<file path="config.mk">
export PLATFORM = sky130hd
export DESIGN_NAME = osd_col_fetch_ctrl_flat
export DESIGN_NICKNAME = d
export VERILOG_FILES = /design/src/rtl/osd_col_fetch_ctrl_if.sv /design/src/rtl/osd_col_fetch_ctrl.sv /design/src/flat_wrapper.sv
export SDC_FILE = /design/constraint.sdc
export NUM_CORES = 1
export LEC_CHECK = 0
export BUFFER_PORTS_ARGS = -buffer_cell sky130_fd_sc_hd__buf_2
export CORE_ASPECT_RATIO = 1.25
export CORE_MARGIN = 3
export CORE_UTILIZATION = 50
export CTS_CLUSTER_DIAMETER = 80
export DETAILED_ROUTE_END_ITERATION = 12
export PLACE_DENSITY = 0.83
export SLEW_MARGIN = 10
export SYNTH_ARGS = -nofsm -noshare
export SYNTH_HDL_FRONTEND = slang
export SYNTH_SLANG_ARGS = --single-unit
</file>
<file path="constraint.sdc">
create_clock -name clk -period 3.7 [get_ports clk]
set_clock_uncertainty 0.15 [all_clocks]
set_input_delay 0.74 -clock clk [delete_from_list [all_inputs] [get_ports clk]]
set_output_delay 0.74 -clock clk [all_outputs]
set_load 0.05 [all_outputs]
</file>
<file path="src/rtl/osd_col_fetch_ctrl_if.sv">
`default_nettype none
// ============================================================================
// Module      : osd_col_fetch_ctrl_if
// Description : Bundle of the control, column-memory read port and output
//               stream signals of osd_col_fetch_ctrl.
//               master = fetch controller, slave = sorter/memory/engine side.
// Revision    : 1.0  initial release
// ============================================================================
interface osd_col_fetch_ctrl_if #(
    parameter int NUM_OF_ENTERIES = 8,
    parameter int H_ROW_SIZE      = 4
) ();
    localparam int INDEX_SIZE = $clog2(NUM_OF_ENTERIES);

    logic                                  start;
    logic [NUM_OF_ENTERIES*INDEX_SIZE-1:0] perm_in;
    logic [INDEX_SIZE-1:0]                 H_col_index;
    logic                                  mem_rd_en;
    logic [H_ROW_SIZE-1:0]                 H_col;
    logic                                  col_vld;
    logic                                  col_rdy;
    logic [H_ROW_SIZE-1:0]                 col_data;
    logic [INDEX_SIZE-1:0]                 col_idx;
    logic                                  col_last;
    logic                                  busy;
    logic                                  done;

    modport master (
        input  start, perm_in, H_col, col_rdy,
        output H_col_index, mem_rd_en, col_vld, col_data, col_idx, col_last,
               busy, done
    );

    modport slave (
        output start, perm_in, H_col, col_rdy,
        input  H_col_index, mem_rd_en, col_vld, col_data, col_idx, col_last,
               busy, done
    );
endinterface
`default_nettype wire

</file>
<file path="src/rtl/osd_col_fetch_ctrl.sv">
`default_nettype none
// ============================================================================
// Module      : osd_col_fetch_ctrl
// Description : Captures the sorted permutation, reads one H column per slot
//               in sorted order, tags returns with their original index and
//               streams them out in order through a credit-limited FIFO.
//               Optional macro OSD_FETCH_ABORT_EN adds an abort input and a
//               FLUSH state.
// Revision    : 1.0  initial release
// ============================================================================
module osd_col_fetch_ctrl #(
    parameter int NUM_OF_ENTERIES = 8,
    parameter int H_ROW_SIZE      = 4,
    parameter int MEM_LATENCY     = 1,
    parameter int FIFO_DEPTH      = 4
) (
    input  wire logic            clk,
    input  wire logic            rst_n,
`ifdef OSD_FETCH_ABORT_EN
    input  wire logic            abort,
`endif
    osd_col_fetch_ctrl_if.master bus
);
    localparam int INDEX_SIZE = $clog2(NUM_OF_ENTERIES);
    localparam int c_SLOT_W   = $clog2(NUM_OF_ENTERIES + 1);
    localparam int c_CNT_W    = $clog2(FIFO_DEPTH + 1);
    localparam int c_PTR_W    = (FIFO_DEPTH > 1) ? $clog2(FIFO_DEPTH) : 1;
    localparam int c_PERM_W   = NUM_OF_ENTERIES * INDEX_SIZE;

    localparam logic [2:0] c_S_IDLE  = 3'd0;
    localparam logic [2:0] c_S_FETCH = 3'd1;
    localparam logic [2:0] c_S_DRAIN = 3'd2;
    localparam logic [2:0] c_S_DONE  = 3'd3;
`ifdef OSD_FETCH_ABORT_EN
    localparam logic [2:0] c_S_FLUSH = 3'd4;
`endif

    logic [2:0]            r_state, w_state_nxt;
    logic [c_PERM_W-1:0]   r_perm;
    logic [c_SLOT_W-1:0]   r_slot;
    logic                  r_rd_en, r_rd_last;
    logic [INDEX_SIZE-1:0] r_addr;
    logic                  r_pv [MEM_LATENCY];
    logic                  r_pl [MEM_LATENCY];
    logic [INDEX_SIZE-1:0] r_pi [MEM_LATENCY];
    logic [c_CNT_W-1:0]    r_in_flight, r_fifo_cnt;
    logic [c_PTR_W-1:0]    r_wr_ptr, r_rd_ptr;
    logic [INDEX_SIZE-1:0] r_fi [FIFO_DEPTH];
    logic [H_ROW_SIZE-1:0] r_fd [FIFO_DEPTH];
    logic                  r_fl [FIFO_DEPTH];
    logic                  r_out_vld, r_out_last;
    logic [H_ROW_SIZE-1:0] r_out_data;
    logic [INDEX_SIZE-1:0] r_out_idx;

    logic                  w_abort, w_discard;
    logic                  w_ret_vld, w_accept, w_load, w_pop_out;
    logic                  w_fifo_pop, w_fifo_push, w_bypass;
    logic [c_CNT_W-1:0]    w_in_flight_nxt, w_fifo_cnt_nxt;
    logic [c_SLOT_W-1:0]   w_slot;
    logic [INDEX_SIZE-1:0] w_slot_idx, w_addr;
    logic [c_PERM_W-1:0]   w_perm_src;
    logic                  w_issue, w_last_slot;

`ifdef OSD_FETCH_ABORT_EN
    assign w_abort   = abort && ((r_state == c_S_FETCH) || (r_state == c_S_DRAIN));
    assign w_discard = w_abort || (r_state == c_S_FLUSH);
`else
    assign w_abort   = 1'b0;
    assign w_discard = 1'b0;
`endif

    // Return tagging, output-register load and FIFO move decisions.
    assign w_ret_vld   = r_pv[MEM_LATENCY-1];
    assign w_accept    = w_ret_vld && !w_discard;
    assign w_pop_out   = r_out_vld && bus.col_rdy;
    assign w_load      = !r_out_vld || bus.col_rdy;
    assign w_fifo_pop  = w_load && (r_fifo_cnt != '0);
    assign w_bypass    = w_load && (r_fifo_cnt == '0) && w_accept;
    assign w_fifo_push = w_accept && !w_bypass;

    assign w_in_flight_nxt = r_in_flight + c_CNT_W'(r_rd_en) - c_CNT_W'(w_ret_vld);
    assign w_fifo_cnt_nxt  = r_fifo_cnt + c_CNT_W'(w_fifo_push) - c_CNT_W'(w_fifo_pop);

    // In IDLE the slot is logically 0 and the permutation comes straight from
    // the port, so the first read can be registered on the start edge.
    assign w_slot      = (r_state == c_S_IDLE) ? '0 : r_slot;
    assign w_slot_idx  = w_slot[INDEX_SIZE-1:0];
    assign w_perm_src  = (r_state == c_S_IDLE) ? bus.perm_in : r_perm;
    assign w_addr      = w_perm_src[int'(w_slot_idx)*INDEX_SIZE +: INDEX_SIZE];
    assign w_last_slot = (w_slot == c_SLOT_W'(NUM_OF_ENTERIES - 1));
    assign w_issue     = (((r_state == c_S_IDLE) && bus.start) ||
                          ((r_state == c_S_FETCH) && !w_abort)) &&
                         (w_slot < c_SLOT_W'(NUM_OF_ENTERIES)) &&
                         (({1'b0, w_in_flight_nxt} + {1'b0, w_fifo_cnt_nxt}) <
                          (c_CNT_W+1)'(FIFO_DEPTH));

    // FSM state register.
    always_ff @(posedge clk or negedge rst_n) begin
        if (!rst_n) r_state <= c_S_IDLE;
        else        r_state <= w_state_nxt;
    end

    // FSM next-state logic.
    always_comb begin
        w_state_nxt = r_state;
        case (r_state)
            c_S_IDLE:  if (bus.start) w_state_nxt = c_S_FETCH;
            c_S_FETCH: begin
                if (w_abort)                     w_state_nxt = 3'd4;
                else if (w_issue && w_last_slot) w_state_nxt = c_S_DRAIN;
            end
            c_S_DRAIN: begin
                if (w_abort)                      w_state_nxt = 3'd4;
                else if (w_pop_out && r_out_last) w_state_nxt = c_S_DONE;
            end
            c_S_DONE:  w_state_nxt = c_S_IDLE;
`ifdef OSD_FETCH_ABORT_EN
            c_S_FLUSH: if (r_in_flight == '0) w_state_nxt = c_S_IDLE;
`endif
            default:   w_state_nxt = c_S_IDLE;
        endcase
    end

    // FSM output logic.
    always_comb begin
        bus.busy = (r_state != c_S_IDLE);
        bus.done = (r_state == c_S_DONE);
    end

    assign bus.mem_rd_en   = r_rd_en;
    assign bus.H_col_index = r_addr;
    assign bus.col_vld     = r_out_vld;
    assign bus.col_data    = r_out_data;
    assign bus.col_idx     = r_out_idx;
    assign bus.col_last    = r_out_last;

    // Read issue: registered strobe/address, slot counter and perm capture.
    always_ff @(posedge clk or negedge rst_n) begin
        if (!rst_n) begin
            r_rd_en   <= 1'b0;
            r_rd_last <= 1'b0;
            r_addr    <= '0;
            r_slot    <= '0;
            r_perm    <= '0;
        end else begin
            r_rd_en   <= w_issue;
            r_rd_last <= w_issue && w_last_slot;
            if (w_issue) r_addr <= w_addr;
            r_slot    <= w_slot + c_SLOT_W'(w_issue);
            if ((r_state == c_S_IDLE) && bus.start) r_perm <= bus.perm_in;
        end
    end

    // Valid/index/last shift pipe aligned with the memory latency.
    always_ff @(posedge clk or negedge rst_n) begin
        if (!rst_n) begin
            for (int i = 0; i < MEM_LATENCY; i++) begin
                r_pv[i] <= 1'b0;
                r_pl[i] <= 1'b0;
                r_pi[i] <= '0;
            end
        end else begin
            r_pv[0] <= r_rd_en;
            r_pl[0] <= r_rd_last;
            r_pi[0] <= r_addr;
            for (int i = 1; i < MEM_LATENCY; i++) begin
                r_pv[i] <= r_pv[i-1];
                r_pl[i] <= r_pl[i-1];
                r_pi[i] <= r_pi[i-1];
            end
        end
    end

    // Credit counters and FIFO pointers; abort empties the FIFO at once.
    always_ff @(posedge clk or negedge rst_n) begin
        if (!rst_n) begin
            r_in_flight <= '0;
            r_fifo_cnt  <= '0;
            r_wr_ptr    <= '0;
            r_rd_ptr    <= '0;
        end else begin
            r_in_flight <= w_in_flight_nxt;
            if (w_abort) begin
                r_fifo_cnt <= '0;
                r_wr_ptr   <= '0;
                r_rd_ptr   <= '0;
            end else begin
                r_fifo_cnt <= w_fifo_cnt_nxt;
                if (w_fifo_push)
                    r_wr_ptr <= (r_wr_ptr == c_PTR_W'(FIFO_DEPTH-1)) ? '0 : r_wr_ptr + 1'b1;
                if (w_fifo_pop)
                    r_rd_ptr <= (r_rd_ptr == c_PTR_W'(FIFO_DEPTH-1)) ? '0 : r_rd_ptr + 1'b1;
            end
        end
    end

    // FIFO storage; contents are qualified by the count so need no reset.
    always_ff @(posedge clk) begin
        if (w_fifo_push) begin
            r_fi[r_wr_ptr] <= r_pi[MEM_LATENCY-1];
            r_fd[r_wr_ptr] <= bus.H_col;
            r_fl[r_wr_ptr] <= r_pl[MEM_LATENCY-1];
        end
    end

    // Output register: FIFO head first, otherwise bypass a fresh return.
    always_ff @(posedge clk or negedge rst_n) begin
        if (!rst_n) begin
            r_out_vld  <= 1'b0;
            r_out_data <= '0;
            r_out_idx  <= '0;
            r_out_last <= 1'b0;
        end else if (w_abort) begin
            r_out_vld  <= 1'b0;
        end else if (w_load) begin
            if (w_fifo_pop) begin
                r_out_vld  <= 1'b1;
                r_out_data <= r_fd[r_rd_ptr];
                r_out_idx  <= r_fi[r_rd_ptr];
                r_out_last <= r_fl[r_rd_ptr];
            end else if (w_bypass) begin
                r_out_vld  <= 1'b1;
                r_out_data <= bus.H_col;
                r_out_idx  <= r_pi[MEM_LATENCY-1];
                r_out_last <= r_pl[MEM_LATENCY-1];
            end else begin
                r_out_vld  <= 1'b0;
            end
        end
    end
endmodule
`default_nettype wire
</file>
<file path="src/flat_wrapper.sv">
// flat-port wrapper written by rule: the top's interface ports become plain ports
module osd_col_fetch_ctrl_flat 
#(
    parameter int NUM_OF_ENTERIES = 8,
    parameter int H_ROW_SIZE      = 4,
    parameter int MEM_LATENCY     = 1,
    parameter int FIFO_DEPTH      = 4
)
  (clk, rst_n, bus_start, bus_perm_in, bus_H_col, bus_col_rdy, bus_H_col_index, bus_mem_rd_en, bus_col_vld, bus_col_data, bus_col_idx, bus_col_last, bus_busy, bus_done);
  osd_col_fetch_ctrl_if #(.NUM_OF_ENTERIES(NUM_OF_ENTERIES), .H_ROW_SIZE(H_ROW_SIZE)) bus_i ();
  input  wire logic clk;
  input  wire logic rst_n;
  input wire logic [$bits(bus_i.start)-1:0] bus_start;
  input wire logic [$bits(bus_i.perm_in)-1:0] bus_perm_in;
  input wire logic [$bits(bus_i.H_col)-1:0] bus_H_col;
  input wire logic [$bits(bus_i.col_rdy)-1:0] bus_col_rdy;
  output wire logic [$bits(bus_i.H_col_index)-1:0] bus_H_col_index;
  output wire logic [$bits(bus_i.mem_rd_en)-1:0] bus_mem_rd_en;
  output wire logic [$bits(bus_i.col_vld)-1:0] bus_col_vld;
  output wire logic [$bits(bus_i.col_data)-1:0] bus_col_data;
  output wire logic [$bits(bus_i.col_idx)-1:0] bus_col_idx;
  output wire logic [$bits(bus_i.col_last)-1:0] bus_col_last;
  output wire logic [$bits(bus_i.busy)-1:0] bus_busy;
  output wire logic [$bits(bus_i.done)-1:0] bus_done;
  assign bus_i.start = bus_start;
  assign bus_i.perm_in = bus_perm_in;
  assign bus_i.H_col = bus_H_col;
  assign bus_i.col_rdy = bus_col_rdy;
  assign bus_H_col_index = bus_i.H_col_index;
  assign bus_mem_rd_en = bus_i.mem_rd_en;
  assign bus_col_vld = bus_i.col_vld;
  assign bus_col_data = bus_i.col_data;
  assign bus_col_idx = bus_i.col_idx;
  assign bus_col_last = bus_i.col_last;
  assign bus_busy = bus_i.busy;
  assign bus_done = bus_i.done;
  osd_col_fetch_ctrl #(.NUM_OF_ENTERIES(NUM_OF_ENTERIES), .H_ROW_SIZE(H_ROW_SIZE), .MEM_LATENCY(MEM_LATENCY), .FIFO_DEPTH(FIFO_DEPTH)) u_core (.clk(clk), .rst_n(rst_n), .bus(bus_i));
endmodule
</file>
==> reports/qor.yml, run 1 <==
floorplan:
  core_area_um2: 7532
  rows: 35
  pin_count: 47
  initial_core_util_pct: 52.44
  die_y_um: 105.4
  die_x_um: 85.50
  die-area_um2: 9010
timing:
  fin_crit_sh_pct: 95.54
  min_period_ns: 3.535
  relSlewSlack_pct: 35.77
  finalSetupViolCount: 0
  fmax_mhz: 282.9
  hold_ws_ns: 0.2053
  tightest_slew_ns: 0.9598
  hold_viol_final: 0
  drv_slew: 0
yosys:
  synth_cells: 267
  synth_xor_area_share_pct: 1.330
  synth-edff-count: 32
  yosysTopAreaCellShare_pct: 37.38
  synthAdderAreaFrac_pct: 6.398
  synth_top_family_by_area: "multiplexers"
  synth_nets: 318
  ys_ff_latch: 91
  synth_area_leader_cell: "dfrtp_1"
  syn_avg_cell_area_um2: 14.79
  muxShareOfSynthArea_pct: 17.39
  ys_top_cells_by_area: "dfrtp_1, edfxtp_1, mux2_2"
  synth_flop_cell: "dfrtp_1"
  synth_seq_area_share_pct: 61.70
  synthSimpleGateAreaFrac_pct: 6.272
  synth_cell_types: 37
  ys_warn_count: 0
  synth_compound_area_share_pct: 4.625
  syn_area_um2: 3950
  async_reset_ff_share_pct: 64.84
drt:
  via_count: 2329
  routed_wl_mm: 6.955
  dr.pass1.iters: 4
  drc: 0
  ant_nets: 0
  avgRoutedWirePerCell_um: 16.33
  drtIter0Drc: 103
  routed_via_density: 5.467
setup_path:
  slowest_delay_ns: 0.40
  path_buf_inv: 0
  crit_required_ns: 3.79
  worst-setup-path-type: "register to register"
  rrSetupSlack_ns: 0.16
  cp_max_fo: 5
  worst-path-stages: 14
  ff2ff_path_depth: 14
  startpoint_type: "register"
  timing.rr.start: "u_core.r_fifo_cnt[1]"
  cp-end-kind: "register"
  cp_slowest_cell: "or3_4"
  cpLargestDelayFamily: "compound AO/OA/AOI/OAI gates"
  path_cells: "or3_4, nand2_2, or2_4, nand2_1, ha_2, fa_2, xor2_2, xnor2_2, ha_1, nor3_2, nand2_1, a211o_1, a211o_1, o32a_1"
  critPathLaunch: "u_core.r_fifo_cnt[1]"
  timing.rr.end: "u_core.bus.H_col_index[0]"
  worst_ep_arrival_time_ns: 3.62
  critical_path.endpoint: "u_core.bus.H_col_index[0]"
clock_network:
  cts_hold_buf: 0
  clk_latency_ns: 0.35
  cts.reportedPaths.clkPinSlew_ns: 0.08
  h-tree-depth: 3
  root_buffer: "clkbuf_8"
  cts.sinks: 91
  cts.path.max_buffers: 2
  numCtsBuffers: 9
  cts_tree: "built"
place:
  gp_congestion: 0.7573
  hpwl_mm: 4.955
  portBuffers: 46
power:
  seq_power_share_pct: 39.8
  intPower_w: 0.002587
  share_comb_of_total_power_pct: 44.3
  power.leakage_nw: 2.000
  power_frac_clock_pct: 15.9
  power_density_nw_per_um2: 899.9
  ir_worst_vdd_v: 0.0005187
  p_switching_w: 0.001546
  fin_total_pwr_w: 0.004133
  p_sw_share_pct: 37.40
job:
  cap_violations: 0
global_route:
  grt_pass1_vias: 2489
  grt_pass1_wl_mm: 11.62
  grt_max_degree: 43
  antenna_found_initial: 0
  grtUsageTotal_pct: 16.36
  grt_overflow: 0
layout:
  fillers: 589
  insertedDiodeCount: 0
  nNetsFinal: 380
  drive_gt1_share_pct: 37.43
  synthToLayoutAreaGrowth_pct: 16.28
  post-route-util_pct: 60.98
run_status:
  status: "finished, final reports clean"
min_path:
  hp-class: "register to register"
## worst min path at each step
stage	start	end	slack [ns]	cells past startpoint
floorplan	u_core.r_rd_last	u_core.r_pl	0.18	0
global placement	u_core.r_rd_last	u_core.r_pl	0.18	0
detailed placement	u_core.r_rd_last	u_core.r_pl	0.19	0
CTS	u_core.r_rd_last	u_core.r_pl	0.21	0
global route	u_core.r_rd_last	u_core.r_pl	0.21	0
finish	u_core.r_rd_last	u_core.r_pl	0.21	0
## what timing repair did
item                       4_1_cts  5_1_grt
gates resized for setup          2        9
pin swaps                        3       11
setup endpoints to repair        4        7
setup buffers                    4        2
## layout make-up
class                   instances  area, um2  share of cell area [%]
flip-flops and latches         91       2437                   53.06
clock buffers                  10      127.6                   2.779
well taps                      92      115.1                   2.506
multi-input cells             156       1470                   32.01
repair buffers                 60      335.3                   7.300
clock inverters                 6      66.31                   1.444
inverters                      11      41.29                  0.8989
## cell families (layout without fill, tap and decap cells)
family | count (synthesis) | in the layout
flops | 91 | 91
simple gates | 50 | 50
buf+inv | 20 | 87
compound gates | 26 | 26
xor+xnor | 6 | 6
mux | 55 | 55
fa+ha+maj | 19 | 19
## layer usage
metal / GRT usage, % / up-vias / part of all wire, %
li1: - / 1085 / -
met1: 20.42 / 1172 / 41
met2: 27.78 / 62 / 52
met3: 3.987 / 10 / 5.1
met4: 5.317 / 0 / 1.3
met5: 0 / - / 0
## sequential cells by signal, summed over array words and instances, names as in the netlist
register and count:
u_core.r_fi 12, u_core.bus.H_col_index 3, u_core.bus.col_vld 1, u_core.bus.col_idx 3, u_core.r_fl 4, u_core.r_pv 1
u_core.r_in_flight 3, u_core.r_fd 16, u_core.r_wr_ptr 2, u_core.r_pl 1, u_core.r_perm 24, u_core.bus.mem_rd_en 1
u_core.r_state 2, u_core.r_fifo_cnt 3, u_core.bus.col_last 1, u_core.r_rd_ptr 2, u_core.r_rd_last 1, u_core.bus.col_data 4
u_core.r_slot 4, u_core.r_pi 3
## through the flow
stage | setup TNS, ns | instances | area [um2] | setup WS [ns]
after floorplan | 0 | 267 | 3950 | 0.04275
after global placement | -0.5719 | 404 | 4307 | -0.1272
after detailed placement | -1.019 | 404 | 4307 | -0.2225
after CTS | 0 | 424 | 4536 | 0.002531
after global routing | -0.02503 | 426 | 4593 | -0.01669
final | 0 | 426 | 4593 | 0.1649
## synth_stat cells (2+ instances only)
cell type	count
a21oi_1	9
or2_2	2
edfxtp_1	32
o32a_1	3
and2_1	4
mux2i_1	21
nand3_1	3
o22ai_1	3
fa_1	2
ha_1	17
xor2_1	2
o21ai_0	2
nor2_1	20
or3_1	2
nor3_1	2
nand2_1	11
buf_2	6
nor2b_1	3
mux2_2	25
a211o_1	4
xnor2_1	4
inv_1	10
dfrtp_1	59
mux4_2	8
## cell usage in the layout (no fill, tap or decap), types with 4 or more instances in the layout
cell / count
a211o_1: 4
a21oi_1: 9
and2_1: 4
buf_2: 46
buf_4: 14
clkbuf_8: 9
dfrtp_1: 59
edfxtp_1: 32
ha_1: 15
inv_1: 9
mux2_2: 25
mux2i_1: 21
mux4_2: 8
nand2_1: 10
nor2_1: 20
## power by group through the flow
| stage | clock [W] | combinational (W) | sequential (W) |
|---|---|---|---|
| finish | 0.000659 | 0.00183 | 0.00164 |
| global route | 0.000717 | 0.00201 | 0.00169 |
| CTS | 0.000674 | 0.00173 | 0.00165 |
| detailed placement | 0 | 0.00163 | 0.00167 |
| global placement | 0 | 0.00157 | 0.00165 |
| floorplan | 0 | 0.00109 | 0.00178 |
(Power assumes the default switching activity.)
==> inputs of run 2 (changes only) <==
--- a/config.mk
+++ b/config.mk
@@ -12,6 +12,7 @@
 export CTS_CLUSTER_DIAMETER = 80
 export DETAILED_ROUTE_END_ITERATION = 12
 export PLACE_DENSITY = 0.83
+export REMOVE_ABC_BUFFERS = 1
 export SLEW_MARGIN = 10
 export SYNTH_ARGS = -nofsm -noshare
 export SYNTH_HDL_FRONTEND = slang
==> reports/qor.yml, run 2 (synthesis results as in run 1) <==
timing:
  hold_ws_ns: 0.2135  # was 0.2053 ns
  finalSetupViolCount: 0  # unchanged
  fmax_mhz: 280.1  # was 282.9 MHz
  rsz0062_at_grt: "true"
  hold_viol_final: 0  # unchanged
  min_period_ns: 3.571  # was 3.535 ns
  relSlewSlack_pct: 32.55  # was 35.77%
  drv_slew: 0  # unchanged
  fin_crit_sh_pct: 96.51  # was 95.54%
  tightest_slew_ns: 1.012  # was 0.9598 ns
global_route:
  grt_pass1_vias: 2391  # was 2489
  grt_overflow: 0  # unchanged
  antenna_found_initial: 0  # unchanged
  grt_pass1_wl_mm: 11.41  # was 11.62 mm
  grtUsageTotal_pct: 16.23  # was 16.36%
  grt_max_degree: 47  # was 43
clock_network:
  cts.path.max_buffers: 2  # unchanged
  h-tree-depth: 3  # unchanged
  cts_tree: "built"  # unchanged
  cts.reportedPaths.clkPinSlew_ns: 0.09  # was 0.08 ns
  cts.sinks: 91  # unchanged
  numCtsBuffers: 9  # unchanged
  root_buffer: "clkbuf_8"  # unchanged
  cts_hold_buf: 0  # unchanged
  clk_latency_ns: 0.36  # was 0.35 ns
setup_path:
  crit_required_ns: 3.78  # was 3.79 ns
  worst-setup-path-type: "register to register"  # unchanged
  ff2ff_path_depth: 17  # was 14
  timing.rr.start: "u_core.r_fifo_cnt[1]"  # unchanged
  startpoint_type: "register"  # unchanged
  cp-end-kind: "register"  # unchanged
  cp_max_fo: 5  # unchanged
  timing.rr.end: "u_core.r_slot[3]"  # was u_core.bus.H_col_index[0]
  critPathLaunch: "u_core.r_fifo_cnt[1]"  # unchanged
  critical_path.endpoint: "u_core.r_slot[3]"  # was u_core.bus.H_col_index[0]
  rrSetupSlack_ns: 0.13  # was 0.16 ns
  worst_ep_arrival_time_ns: 3.65  # was 3.62 ns
layout:
  nNetsFinal: 376  # was 380
  insertedDiodeCount: 0  # unchanged
  drive_gt1_share_pct: 36.36  # was 37.43%
  largest-register: "u_core.r_perm"  # unchanged
  largest_reg_flops: 24  # unchanged
  post-route-util_pct: 60.60  # was 60.98%
  synthToLayoutAreaGrowth_pct: 15.55  # was 16.28%
  reg_top3: "u_core.r_perm (24), u_core.r_fd (16), u_core.r_fi (12)"  # unchanged
  post_layout_nonfiller_instances: 422  # was 426
  final_cell_mix: "dfrtp_1, buf_2, edfxtp_1, mux2_2, mux2i_1"  # unchanged
  final_common_cell: "dfrtp_1"  # unchanged
floorplan:
  rows: 35  # unchanged
  initial_core_util_pct: 52.44  # unchanged
  die_y_um: 105.4  # unchanged
  die_x_um: 85.50  # unchanged
  pin_count: 47  # unchanged
  die-area_um2: 9010  # unchanged
  core_area_um2: 7532  # unchanged
place:
  gp_congestion: 0.7768  # was 0.7573
  hpwl_mm: 4.723  # was 4.955 mm
  dp_cells: 403  # was 404
  portBuffers: 46  # unchanged
min_path:
  hp-class: "register to register"  # unchanged
drt:
  drc: 0  # unchanged
  dr.pass1.iters: 4  # unchanged
  ant_nets: 0  # unchanged
  avgRoutedWirePerCell_um: 16.22  # was 16.33 um
  routed_via_density: 5.438  # was 5.467
  routed_wl_mm: 6.844  # was 6.955 mm
  via_count: 2295  # was 2329
  drtIter0Drc: 94  # was 103
power:
  fin_total_pwr_w: 0.004053  # was 0.004133 W
  ir_worst_vdd_v: 0.0005489  # was 0.0005187 V
  power.leakage_nw: 1.978  # was 2.000 nW
  power_density_nw_per_um2: 887.9  # was 899.9 nW/um2
run_status:
  status: "finished, final reports clean"  # unchanged
job:
  cap_violations: 0  # unchanged
## run 2: worst min-delay path by stage
stage                           from           to  slack, ns  cells past startpoint
floorplan           u_core.r_rd_last  u_core.r_pl       0.18                      0
global placement    u_core.r_rd_last  u_core.r_pl       0.18                      0
detailed placement  u_core.r_rd_last  u_core.r_pl       0.19                      0
CTS                 u_core.r_rd_last  u_core.r_pl       0.21                      0
global route        u_core.r_rd_last  u_core.r_pl       0.22                      0
finish              u_core.r_rd_last  u_core.r_pl       0.21                      0
## run 2: metal layers
layer	vias to the layer above	routed length [um]	GRT usage, %
met2	63	3484	27.28
li1	1079	-	-
met1	1141	2900	20.38
met4	0	127	6.561
met3	12	331	3.284
met5	-	0	0
## run 2: layout make-up
| class | count | area, um2 |
|---|---|---|
| Sequential cell | 91 | 2437 |
| Tap cell | 92 | 115.1 |
| Clock inverter | 6 | 72.57 |
| Multi-Input combinational cell | 156 | 1455 |
| Inverter | 11 | 41.29 |
| Timing Repair Buffer | 56 | 305.3 |
| Fill cell | 603 | 2968 |
| Clock buffer | 10 | 137.6 |
## run 2: power breakdown
group	switching, W	internal [W]
registers	0.000263	0.00139
logic	0.000909	0.000797
clock network	0.000360	0.000337
## run 2: per-stage QoR
| stage | setup WS [ns] | setup TNS, ns | cell area, um2 |
|---|---|---|---|
| CTS | 0.01800 | 0 | 4527 |
| floorplan | -0.3283 | -1.825 | 3901 |
| detailed placement | -0.2222 | -1.032 | 4299 |
| global route | -0.03847 | -0.09030 | 4564 |
| finish | 0.1293 | 0 | 4564 |
| global placement | -0.1434 | -0.6772 | 4299 |
## run 2: worst max-delay path, stage by stage (launching register included)
cell,delay [ns]
dfrtp_1,0.39
or3_4,0.41
nand2_2,0.07
or2_4,0.12
nand2_1,0.06
ha_2,0.17
fa_2,0.33
xor2_1,0.16
xnor2_1,0.18
ha_1,0.27
nor3_2,0.11
nand2_1,0.09
a211o_1,0.36
inv_2,0.11
ha_4,0.13
nand3_1,0.09
xor2_1,0.19
nor2_1,0.05
## run 2: repair_timing
item | 4_1_cts | 5_1_grt
endpoints found under the hold margin | 0 | 0
buffers inserted | 1 | 2
endpoints found under the setup margin | 4 | 6
pin swaps | 3 | 8
gates resized for setup | 2 | 7
==> inputs of run 3 (changes only) <==
--- a/config.mk
+++ b/config.mk
@@ -6,12 +6,15 @@
 export NUM_CORES = 1
 export LEC_CHECK = 0
 export BUFFER_PORTS_ARGS = -buffer_cell sky130_fd_sc_hd__buf_2
+export CELL_PAD_IN_SITES_DETAIL_PLACEMENT = 1
+export CELL_PAD_IN_SITES_GLOBAL_PLACEMENT = 1
 export CORE_ASPECT_RATIO = 1.25
 export CORE_MARGIN = 3
-export CORE_UTILIZATION = 50
+export CORE_UTILIZATION = 43
 export CTS_CLUSTER_DIAMETER = 80
 export DETAILED_ROUTE_END_ITERATION = 12
-export PLACE_DENSITY = 0.83
+export MAX_ROUTING_LAYER = met4
+export PLACE_DENSITY = 0.85
 export REMOVE_ABC_BUFFERS = 1
 export SLEW_MARGIN = 10
 export SYNTH_ARGS = -nofsm -noshare
==> reports/qor.yml, run 3 (synthesis results as in run 1) <==
setup_path:
  worst-setup-path-type: "register to register"  # unchanged
  crit_top_cell: "a211o_1"
  crit_required_ns: 3.79  # was 3.78 ns
  startpoint_type: "register"  # unchanged
  worst_ep_arrival_time_ns: 3.74  # was 3.65 ns
  cpLargestDelayFamily: "simple AND/OR/NAND/NOR gates"  # unchanged
  ff2ff_path_depth: 15  # was 17
  slowest_delay_ns: 0.41  # about the same
  cp_max_fo: 3  # was 5
  path_cells: "or3_4, nand2_2, or2_4, nand2_4, ha_4, fa_2, xor2_2, xnor2_2, ha_1, nor3_2, nand2_1, a211o_1, buf_6, a211o_1, o32a_1"  # was or3_4, nand2_2, or2_4, nand2_1, ha_2, fa_2, xor2_1, xnor2_1, ha_1, nor3_2, nand2_1, a211o_1, inv_2, ha_4, nand3_1, xor2_1, nor2_1
  cp_slowest_cell: "or3_4"  # unchanged
  path_buf_inv: 1  # unchanged
  cp-end-kind: "register"  # unchanged
  worst-path-stages: 15  # was 17
place:
  hpwl_mm: 5.697  # was 4.723 mm
  portBuffers: 46  # unchanged
  gp_congestion: 0.7361  # was 0.7768
  placed_area_um2: 4334  # was 4299 um2
  dp_cells: 431  # was 403
drt:
  avgRoutedWirePerCell_um: 18.19  # was 16.22 um
  drc: 0  # unchanged
  dr.pass1.iters: 4  # unchanged
  ant_nets: 0  # unchanged
  drtIter0Drc: 75  # was 94
  routed_wl_mm: 8.294  # was 6.844 mm
  routed_via_density: 5.175  # was 5.438
  via_count: 2360  # was 2295
global_route:
  grt_max_degree: 34  # was 47
  grt_overflow: 0  # unchanged
  grt_pass1_vias: 2664  # was 2391
  grt_pass1_wl_mm: 13.53  # was 11.41 mm
  antenna_found_initial: 0  # unchanged
  grtUsageTotal_pct: 17.28  # was 16.23%
timing:
  rsz0062_at_grt: "true"  # unchanged
  tightest_slew_ns: 1.091  # was 1.012 ns
  fmax_mhz: 273.8  # was 280.1 MHz
  drv_slew: 0  # unchanged
  hold_ws_ns: 0.08493  # was 0.2135 ns
  hold_viol_final: 0  # unchanged
  fin_crit_sh_pct: 98.73  # was 96.51%
  min_period_ns: 3.653  # was 3.571 ns
  relSlewSlack_pct: 27.02  # was 32.55%
  finalSetupViolCount: 0  # unchanged
layout:
  stdcell_area_um2: 4677  # was 4564 um2
  largest_reg_flops: 24  # unchanged
  final_cell_mix: "dfrtp_1, buf_2, edfxtp_1, mux2_2, mux2i_1"  # unchanged
  post_layout_nonfiller_instances: 456  # was 422
  insertedDiodeCount: 0  # unchanged
  drive_gt1_share_pct: 38.39  # was 36.36%
  largest-register: "u_core.r_perm"  # unchanged
  reg_top3: "u_core.r_perm (24), u_core.r_fd (16), u_core.r_fi (12)"  # unchanged
  final_common_cell: "dfrtp_1"  # unchanged
  synthToLayoutAreaGrowth_pct: 18.40  # was 15.55%
  nNetsFinal: 382  # was 376
clock_network:
  h-tree-depth: 3  # unchanged
  clk_latency_ns: 0.36  # about the same
  root_buffer: "clkbuf_8"  # unchanged
  cts.sinks: 91  # unchanged
  cts_tree: "built"  # unchanged
  cts.reportedPaths.clkPinSlew_ns: 0.09  # about the same
  numCtsBuffers: 9  # unchanged
  cts.path.max_buffers: 2  # unchanged
floorplan:
  rows: 38  # was 35
  pin_count: 47  # unchanged
  die_y_um: 113.2  # was 105.4 um
  initial_core_util_pct: 44.91  # was 52.44%
  die_x_um: 91.73  # was 85.50 um
  die-area_um2: 10380  # was 9010 um2
  core_area_um2: 8796  # was 7532 um2
min_path:
  hp-class: "input port to asynchronous set/reset pin"  # was register to register
power:
  ir_worst_vdd_v: 0.0003960  # was 0.0005489 V
  power.leakage_nw: 2.029  # was 1.978 nW
  power_density_nw_per_um2: 922.3  # was 887.9 nW/um2
run_status:
  status: "finished, final reports clean"  # unchanged
job:
  cap_violations: 0  # unchanged
[run 3: cell count changes in the layout (fill, tap and decap cells not counted), sizes merged]
cell and delta:
buf +6, bufinv +1, clkbuf -1
[run 3: layout make-up]
cell class | instances | area, um2
repair buffers | 62 | 354.1
fillers | 876 | 4119
inverters | 11 | 41.29
well taps | 120 | 150.1
clock inverters | 7 | 91.34
clock buffers | 9 | 123.9
flip-flops and latches | 91 | 2437
multi-input cells | 156 | 1479
[run 3: worst paths after layout]
path                       slack, ns                        end                  from
setup / recovery                0.05  u_core.bus.H_col_index[1]  u_core.r_fifo_cnt[2]
hold / removal                  0.08     u_core.bus.col_data[1]                 rst_n
setup reg to reg                0.05  u_core.bus.H_col_index[1]  u_core.r_fifo_cnt[2]
hold reg to reg                 0.20                u_core.r_pl      u_core.r_rd_last
max in group asynchronous       2.61           u_core.r_slot[0]                 rst_n
min in group clk                0.20                u_core.r_pl      u_core.r_rd_last
[run 3: per-stage QoR]
| stage | util [%] | power [W] | setup TNS, ns | setup WS, ns |
|---|---|---|---|---|
| 4_1_cts | 52.40 | 0.004228 | 0 | 0.009162 |
| 6_report | 53.17 | 0.004314 | 0 | 0.04714 |
| 2_1_floorplan | - | 0.002836 | -1.825 | -0.3283 |
| 5_1_grt | 53.17 | 0.004610 | -0.4241 | -0.1325 |
| 3_5_place_dp | 49.27 | 0.003364 | -1.793 | -0.3188 |
| 3_3_place_gp | 49.27 | 0.003238 | -0.7464 | -0.1551 |
[run 3: power by group]
part	total, W	switching, W	internal (W)	leakage [nW]
combinational	0.00192	0.000995	0.000926	0.927
sequential	0.00166	0.000271	0.00139	0.993
clock	0.000735	0.000356	0.000379	0.109
total	0.00431	0.00162	0.00269	2.03
[run 3: what timing repair did]
| action | in CTS | in global routing |
|---|---|---|
| hold buffers | 0 | 0 |
| pin swaps | 5 | 7 |
| setup buffers | 5 | 4 |
| cloned | 0 | 0 |
| resized for setup | 7 | 7 |
| setup endpoints to repair | 6 | 7 |
[run 3: per-layer routing]
metal	share of wire, %	vias to the layer above	GRT usage (%)
li1	-	1083	-
met1	40	1217	19.75
met2	55	48	31.16
met3	3.5	12	3.258
met4	1.4	0	4.460
met5	0	-	-
